--- src/rtl/fetch_pc_unit_if.sv ---
// Fetch-unit bus bundle: redirect input, instruction-memory request/response
// channel and the IF/ID presentation channel. The master modport is the fetch
// unit; the slave modport is its environment (memory, redirect source, IF/ID).
interface fetch_pc_unit_if #(
    parameter int unsigned DATA_WIDTH = 32
);
    logic                  redirect_i;
    logic [DATA_WIDTH-1:0] redirect_pc_i;
    logic                  imem_req_valid_o;
    logic                  imem_req_ready_i;
    logic [DATA_WIDTH-1:0] imem_addr_o;
    logic                  imem_rsp_valid_i;
    logic [DATA_WIDTH-1:0] imem_rsp_data_i;
    logic                  if_valid_o;
    logic                  if_ready_i;
    logic [DATA_WIDTH-1:0] if_pc_o;
    logic [DATA_WIDTH-1:0] if_instr_o;

    modport master (
        input  redirect_i,
        input  redirect_pc_i,
        output imem_req_valid_o,
        input  imem_req_ready_i,
        output imem_addr_o,
        input  imem_rsp_valid_i,
        input  imem_rsp_data_i,
        output if_valid_o,
        input  if_ready_i,
        output if_pc_o,
        output if_instr_o
    );

    modport slave (
        output redirect_i,
        output redirect_pc_i,
        input  imem_req_valid_o,
        output imem_req_ready_i,
        input  imem_addr_o,
        output imem_rsp_valid_i,
        output imem_rsp_data_i,
        input  if_valid_o,
        output if_ready_i,
        input  if_pc_o,
        input  if_instr_o
    );
endinterface

--- src/rtl/fetch_pc_unit.sv ---
// Fetch-stage PC owner. Issues one instruction-memory read at a time, captures
// the response and presents {pc, instr} to IF/ID. Redirects retarget the PC and
// squash whatever fetch is in flight; a squashed response is drained in DROP.
module fetch_pc_unit #(
    parameter int unsigned           DATA_WIDTH = 32,
    parameter logic [DATA_WIDTH-1:0] RESET_PC   = '0
) (
    input  logic            clk,
    input  logic            rst_n,
    fetch_pc_unit_if.master bus
);

    typedef enum logic [1:0] {
        S_REQ,
        S_WAIT,
        S_DROP,
        S_HOLD
    } state_e;

    localparam logic [DATA_WIDTH-1:0] PC_STEP    = DATA_WIDTH'(4);
    localparam logic [DATA_WIDTH-1:0] ALIGN_MASK = ~DATA_WIDTH'(3);

    state_e                state_q, state_d;
    logic [DATA_WIDTH-1:0] pc_q, pc_d;
    logic [DATA_WIDTH-1:0] fetch_pc_q, fetch_pc_d;
    logic [DATA_WIDTH-1:0] instr_q, instr_d;
    logic [DATA_WIDTH-1:0] redirect_tgt;

    // Word-aligned redirect target (low two address bits are dropped).
    assign redirect_tgt = bus.redirect_pc_i & ALIGN_MASK;

    assign bus.imem_req_valid_o = (state_q == S_REQ) && rst_n;
    assign bus.imem_addr_o      = pc_q;
    assign bus.if_valid_o       = (state_q == S_HOLD);
    assign bus.if_pc_o          = fetch_pc_q;
    assign bus.if_instr_o       = instr_q;

    // Next-state logic: request, wait for response, drain squashed response, present.
    always_comb begin
        state_d    = state_q;
        pc_d       = pc_q;
        fetch_pc_d = fetch_pc_q;
        instr_d    = instr_q;
        unique case (state_q)
            S_REQ: begin
                if (bus.redirect_i) begin
                    pc_d = redirect_tgt;
                    // An accepted request in the redirect cycle still returns data; drain it.
                    if (bus.imem_req_ready_i) begin
                        state_d = S_DROP;
                    end
                end else if (bus.imem_req_ready_i) begin
                    fetch_pc_d = pc_q;
                    pc_d       = pc_q + PC_STEP;
                    state_d    = S_WAIT;
                end
            end
            S_WAIT: begin
                if (bus.redirect_i) begin
                    pc_d    = redirect_tgt;
                    state_d = bus.imem_rsp_valid_i ? S_REQ : S_DROP;
                end else if (bus.imem_rsp_valid_i) begin
                    instr_d = bus.imem_rsp_data_i;
                    state_d = S_HOLD;
                end
            end
            S_DROP: begin
                if (bus.redirect_i) begin
                    pc_d = redirect_tgt;
                end
                // The squashed response ends the drain even if a redirect coincides.
                if (bus.imem_rsp_valid_i) begin
                    state_d = S_REQ;
                end
            end
            S_HOLD: begin
                if (bus.redirect_i) begin
                    pc_d    = redirect_tgt;
                    state_d = S_REQ;
                end else if (bus.if_ready_i) begin
                    state_d = S_REQ;
                end
            end
            default: state_d = S_REQ;
        endcase
    end

    // State and datapath registers with asynchronous reset.
    always_ff @(posedge clk or negedge rst_n) begin
        if (!rst_n) begin
            state_q    <= S_REQ;
            pc_q       <= RESET_PC;
            fetch_pc_q <= '0;
            instr_q    <= '0;
        end else begin
            state_q    <= state_d;
            pc_q       <= pc_d;
            fetch_pc_q <= fetch_pc_d;
            instr_q    <= instr_d;
        end
    end

endmodule

--- src/flat_wrapper.sv ---
// flat-port wrapper written by rule: the top's interface ports become plain ports
module fetch_pc_unit_flat 
#(
    parameter int unsigned           DATA_WIDTH = 32,
    parameter logic [DATA_WIDTH-1:0] RESET_PC   = '0
)
  (clk, rst_n, bus_redirect_i, bus_redirect_pc_i, bus_imem_req_valid_o, bus_imem_req_ready_i, bus_imem_addr_o, bus_imem_rsp_valid_i, bus_imem_rsp_data_i, bus_if_valid_o, bus_if_ready_i, bus_if_pc_o, bus_if_instr_o);
  fetch_pc_unit_if #(.DATA_WIDTH(DATA_WIDTH)) bus_i ();
  input  logic clk;
  input  logic rst_n;
  input wire logic [$bits(bus_i.redirect_i)-1:0] bus_redirect_i;
  input wire logic [$bits(bus_i.redirect_pc_i)-1:0] bus_redirect_pc_i;
  output wire logic [$bits(bus_i.imem_req_valid_o)-1:0] bus_imem_req_valid_o;
  input wire logic [$bits(bus_i.imem_req_ready_i)-1:0] bus_imem_req_ready_i;
  output wire logic [$bits(bus_i.imem_addr_o)-1:0] bus_imem_addr_o;
  input wire logic [$bits(bus_i.imem_rsp_valid_i)-1:0] bus_imem_rsp_valid_i;
  input wire logic [$bits(bus_i.imem_rsp_data_i)-1:0] bus_imem_rsp_data_i;
  output wire logic [$bits(bus_i.if_valid_o)-1:0] bus_if_valid_o;
  input wire logic [$bits(bus_i.if_ready_i)-1:0] bus_if_ready_i;
  output wire logic [$bits(bus_i.if_pc_o)-1:0] bus_if_pc_o;
  output wire logic [$bits(bus_i.if_instr_o)-1:0] bus_if_instr_o;
  assign bus_i.redirect_i = bus_redirect_i;
  assign bus_i.redirect_pc_i = bus_redirect_pc_i;
  assign bus_imem_req_valid_o = bus_i.imem_req_valid_o;
  assign bus_i.imem_req_ready_i = bus_imem_req_ready_i;
  assign bus_imem_addr_o = bus_i.imem_addr_o;
  assign bus_i.imem_rsp_valid_i = bus_imem_rsp_valid_i;
  assign bus_i.imem_rsp_data_i = bus_imem_rsp_data_i;
  assign bus_if_valid_o = bus_i.if_valid_o;
  assign bus_i.if_ready_i = bus_if_ready_i;
  assign bus_if_pc_o = bus_i.if_pc_o;
  assign bus_if_instr_o = bus_i.if_instr_o;
  fetch_pc_unit #(.DATA_WIDTH(DATA_WIDTH), .RESET_PC(RESET_PC)) u_core (.clk(clk), .rst_n(rst_n), .bus(bus_i));
endmodule
--- config.mk ---
export PLATFORM = sky130hd
export DESIGN_NAME = fetch_pc_unit_flat
export DESIGN_NICKNAME = d
export VERILOG_FILES = /design/src/rtl/fetch_pc_unit_if.sv /design/src/rtl/fetch_pc_unit.sv /design/src/flat_wrapper.sv
export SDC_FILE = /design/constraint.sdc
export NUM_CORES = 1
export LEC_CHECK = 0
export BUFFER_PORTS_ARGS = -buffer_cell sky130_fd_sc_hd__buf_2
export CAP_MARGIN = 10
export CORE_AREA = 2 2 94 96
export CTS_CLUSTER_SIZE = 10
export DETAILED_ROUTE_END_ITERATION = 16
export DIE_AREA = 0 0 96 98
export MAX_ROUTING_LAYER = met4
export PLACE_DENSITY = 0.85
export RECOVER_POWER = 100
export SETUP_SLACK_MARGIN = 0.1
export SYNTH_ARGS = -nofsm -noshare
export SYNTH_HDL_FRONTEND = slang
export SYNTH_SLANG_ARGS = --single-unit
--- constraint.sdc ---
create_clock -name clk -period 5.6 [get_ports clk]
set_clock_uncertainty 0.15 [all_clocks]
set_input_delay 1.12 -clock clk [delete_from_list [all_inputs] [get_ports clk]]
set_output_delay 1.12 -clock clk [all_outputs]
set_load 0.1 [all_outputs]
==> metrics.md <==
| Metric | Value |
|---|---|
| Status | `complete, but fails checks` |
| Failing checks | `capacitance limit, slew limit` |
| Max FO, Critical Path | `27` |
| Post-CTS setup buffers | `0` |
| Largest net degree at the start of global routing | `56` |
| Worst setup SP type | `input pin` |
| Clock Latency Late Sink | `0.37 ns` |
| RSZ-0062 raised after global routing | `false` |
| Clock Sinks | `94` |
| CP required | `5.75 ns` |
| Die height | `98 um` |
| WL met1 | `5060 um` |
| Total Neg Setup Slack | `0 ns` |
| Max layer used | `met4` |
| CTS clk-pin slew, worst paths | `0.10 ns` |
| Initial detailed-routing violation count | `373` |
| Async SR Flop Fraction | `100%` |
| Initial antenna violation count | `0` |
| CTS Buf Count | `9` |
| R2R setup slack | `2.73 ns` |
| Average size of a mapped cell | `9.72 um^2` |
| Commonest cells after routing, fill and taps aside | `108 x nand2_1, 99 x clkbuf_1, 94 x dfrtp_1, 65 x buf_2, 31 x mux2_2` |
| Clock root cell | `clkbuf_8` |
| CTS tree | `built` |
| DR WL/cell | `16.9 um` |
| Post-route ant nets | `0` |
| DIE WIDTH | `96 um` |
| Post-placement cell area | `5280 um^2` |
| Final Hold Fails | `0` |
| Hold-fix buffers, CTS | `0` |
| I/O pin cnt | `168` |
| Remaining Overflow, GRT | `0` |
| Final WL | `12100 um` |
| Final period utilization | `72.5%` |
| Layout area overhead | `21.5%` |
| WP data arrival | `4.21 ns` |
| Setup WS post-layout | `1.54 ns` |
| Clock Tree Buf Depth | `2` |
| Filler cells | `738` |
| Number of synthesized flops with an enable pin | `0` |
| Fmax | `246 MHz` |
| Element type at the critical path end | `register` |
| Vias in the first global route | `3712` |
| Slew @ Worst Pin | `2.19 ns` |
| Synthesized area | `4390 um^2` |
| Die area | `9410 um^2` |
| Design area | `5330 um^2` |
| Layout cells sized above 1 | `20.1%` |
| I/O Buffers | `161` |
| GRT Total Usage | `26.8%` |
| Min cycle time layout | `4.06 ns` |
| Max_cap viols | `3` |
| Row count | `34` |
| CTS H-Tree Depth | `3` |
| Initial core utilization | `51.8%` |
| Sequential cell area | `2350 um^2` |
| Seq/Total Area, Yosys | `53.6%` |
| Core Util, Final | `62.9%` |
| Post-Syn Instances | `451` |
| Unique masters post-synth | `49` |
| Met3 wire length | `1030 um` |
| Count of final setup violators | `0` |
| Slew Limit Fails | `115` |
| DP Worst Slack | `1.96 ns` |
| WS Path Type | `in2reg` |
| # nets final | `674` |
| Slew headroom | `-46.2%` |
| Commonest non-fill, non-tap cell in the layout | `nand2_1` |
| Post-cts resize count | `0` |
| Diodes inserted | `0` |
| Multi-input gate area | `1900 um^2` |
| Min-Delay Path Class | `reg2reg` |
| Via count | `4072` |
| Placed wire-length estimate | `8810 um` |
| Met2 Wirelength | `5770 um` |
| Core area | `8470 um^2` |
| #FFs+latches synth | `94` |
| Vias per inst | `5.69` |
| First-pass GRT wire length | `19000 um` |
| Drt drc | `0` |
| Synth Warn # | `0` |
| First-pass DRT Iterations | `5` |
| Final Wtd Congestion | `0.911` |
| Ys flop type | `dfrtp_1` |
area by class of cell:
cell class	count	area share (%)
clock buffers	9	2.33
clock inverters	7	1.20
inverters	7	0.493
multi-input cells	323	35.7
flip-flops and latches	94	44.2
well taps	108	2.54
repair buffers	168	13.6
sequential cells by signal, indices dropped and copies added (netlist names):
name,flops
u_core.bus.if_instr_o,32
u_core.bus.if_pc_o,30
u_core.bus.imem_addr_o,30
u_core.state_q,2
cell families (layout without fill, tap and decap cells):
logic type               count (synthesis)  in the layout  synth area share [%]
AND/OR/NAND/NOR                        202            202                  21.7
flip-flops                              94             94                  53.6
AO/OA/AOI/OAI                           82             82                  12.1
buffers and inverters                   37            191                  3.54
multiplexers                            33             33                  8.45
adder cells (fa/ha/maj)                  1              1                 0.285
other                                    1              4                0.0855
XOR/XNOR                                 1              1                 0.200
critical path, cell delays in order:
cell	delay, ns
clkbuf_1	0.89
clkinv_1	0.64
o21ai_0	0.21
clkbuf_1	0.68
nand2_1	0.16
or4_1	0.42
nand3_1	0.09
routing by layer:
metal  vias to the layer above  GRT usage, %
met5                         -             -
met1                      1957          35.9
li1                       1891             -
met4                         0          8.46
met3                        28          5.71
met2                       196          40.7
synthesized netlist by cell type, types with 2 or more instances:
cell / n / area (um^2)
nand2_1: 108 / 405
nand4_1: 2 / 12.5
nand3_1: 20 / 100
and4_1: 3 / 26.3
and2_1: 2 / 12.5
nor4_1: 8 / 50.1
nand2b_1: 3 / 18.8
buf_4: 4 / 30.0
o2bb2ai_1: 2 / 17.5
a22oi_1: 5 / 37.5
nor3_1: 11 / 55.1
and3_1: 6 / 37.5
o21ai_0: 21 / 105
a311oi_1: 3 / 26.3
or3_1: 7 / 43.8
o22ai_1: 9 / 56.3
dfrtp_1: 94 / 2350
mux2_2: 32 / 360
a31oi_1: 4 / 25.0
o22a_1: 2 / 17.5
o211ai_1: 3 / 22.5
or4_1: 3 / 22.5
inv_1: 6 / 22.5
a221o_1: 4 / 40.0
a2bb2oi_1: 2 / 17.5
clkbuf_1: 25 / 93.8
nor2_1: 23 / 86.3
a21oi_1: 18 / 90.1
through the flow:
| step | cells | hold slack [ns] |
|---|---|---|
| global placement | 700 | 0.302 |
| detailed placement | 700 | 0.311 |
| floorplan | 454 | 0.552 |
| CTS | 716 | 0.334 |
| global route | 716 | 0.360 |
| finish | 716 | 0.333 |
worst paths after layout:
check	startpoint	endpoint	cells after the start
max in group asynchronous	rst_n	u_core.bus.if_pc_o[18]$_DFFE_PN0P_	2
hold reg to reg	u_core.bus.if_pc_o[2]$_DFFE_PN0P_	u_core.bus.if_pc_o[2]$_DFFE_PN0P_	2
setup / recovery	bus_redirect_i	u_core.bus.imem_addr_o[23]$_DFFE_PN0P_	7
min in group asynchronous	rst_n	u_core.bus.if_pc_o[14]$_DFFE_PN0P_	1
setup reg to reg	u_core.state_q[0]$_DFFE_PN0P_	u_core.bus.imem_addr_o[28]$_DFFE_PN0P_	5
hold / removal	u_core.bus.if_pc_o[2]$_DFFE_PN0P_	u_core.bus.if_pc_o[2]$_DFFE_PN0P_	2
Power is not shown: default switching activity piles up to over one toggle a cycle in this logic, so the estimate is an artifact.
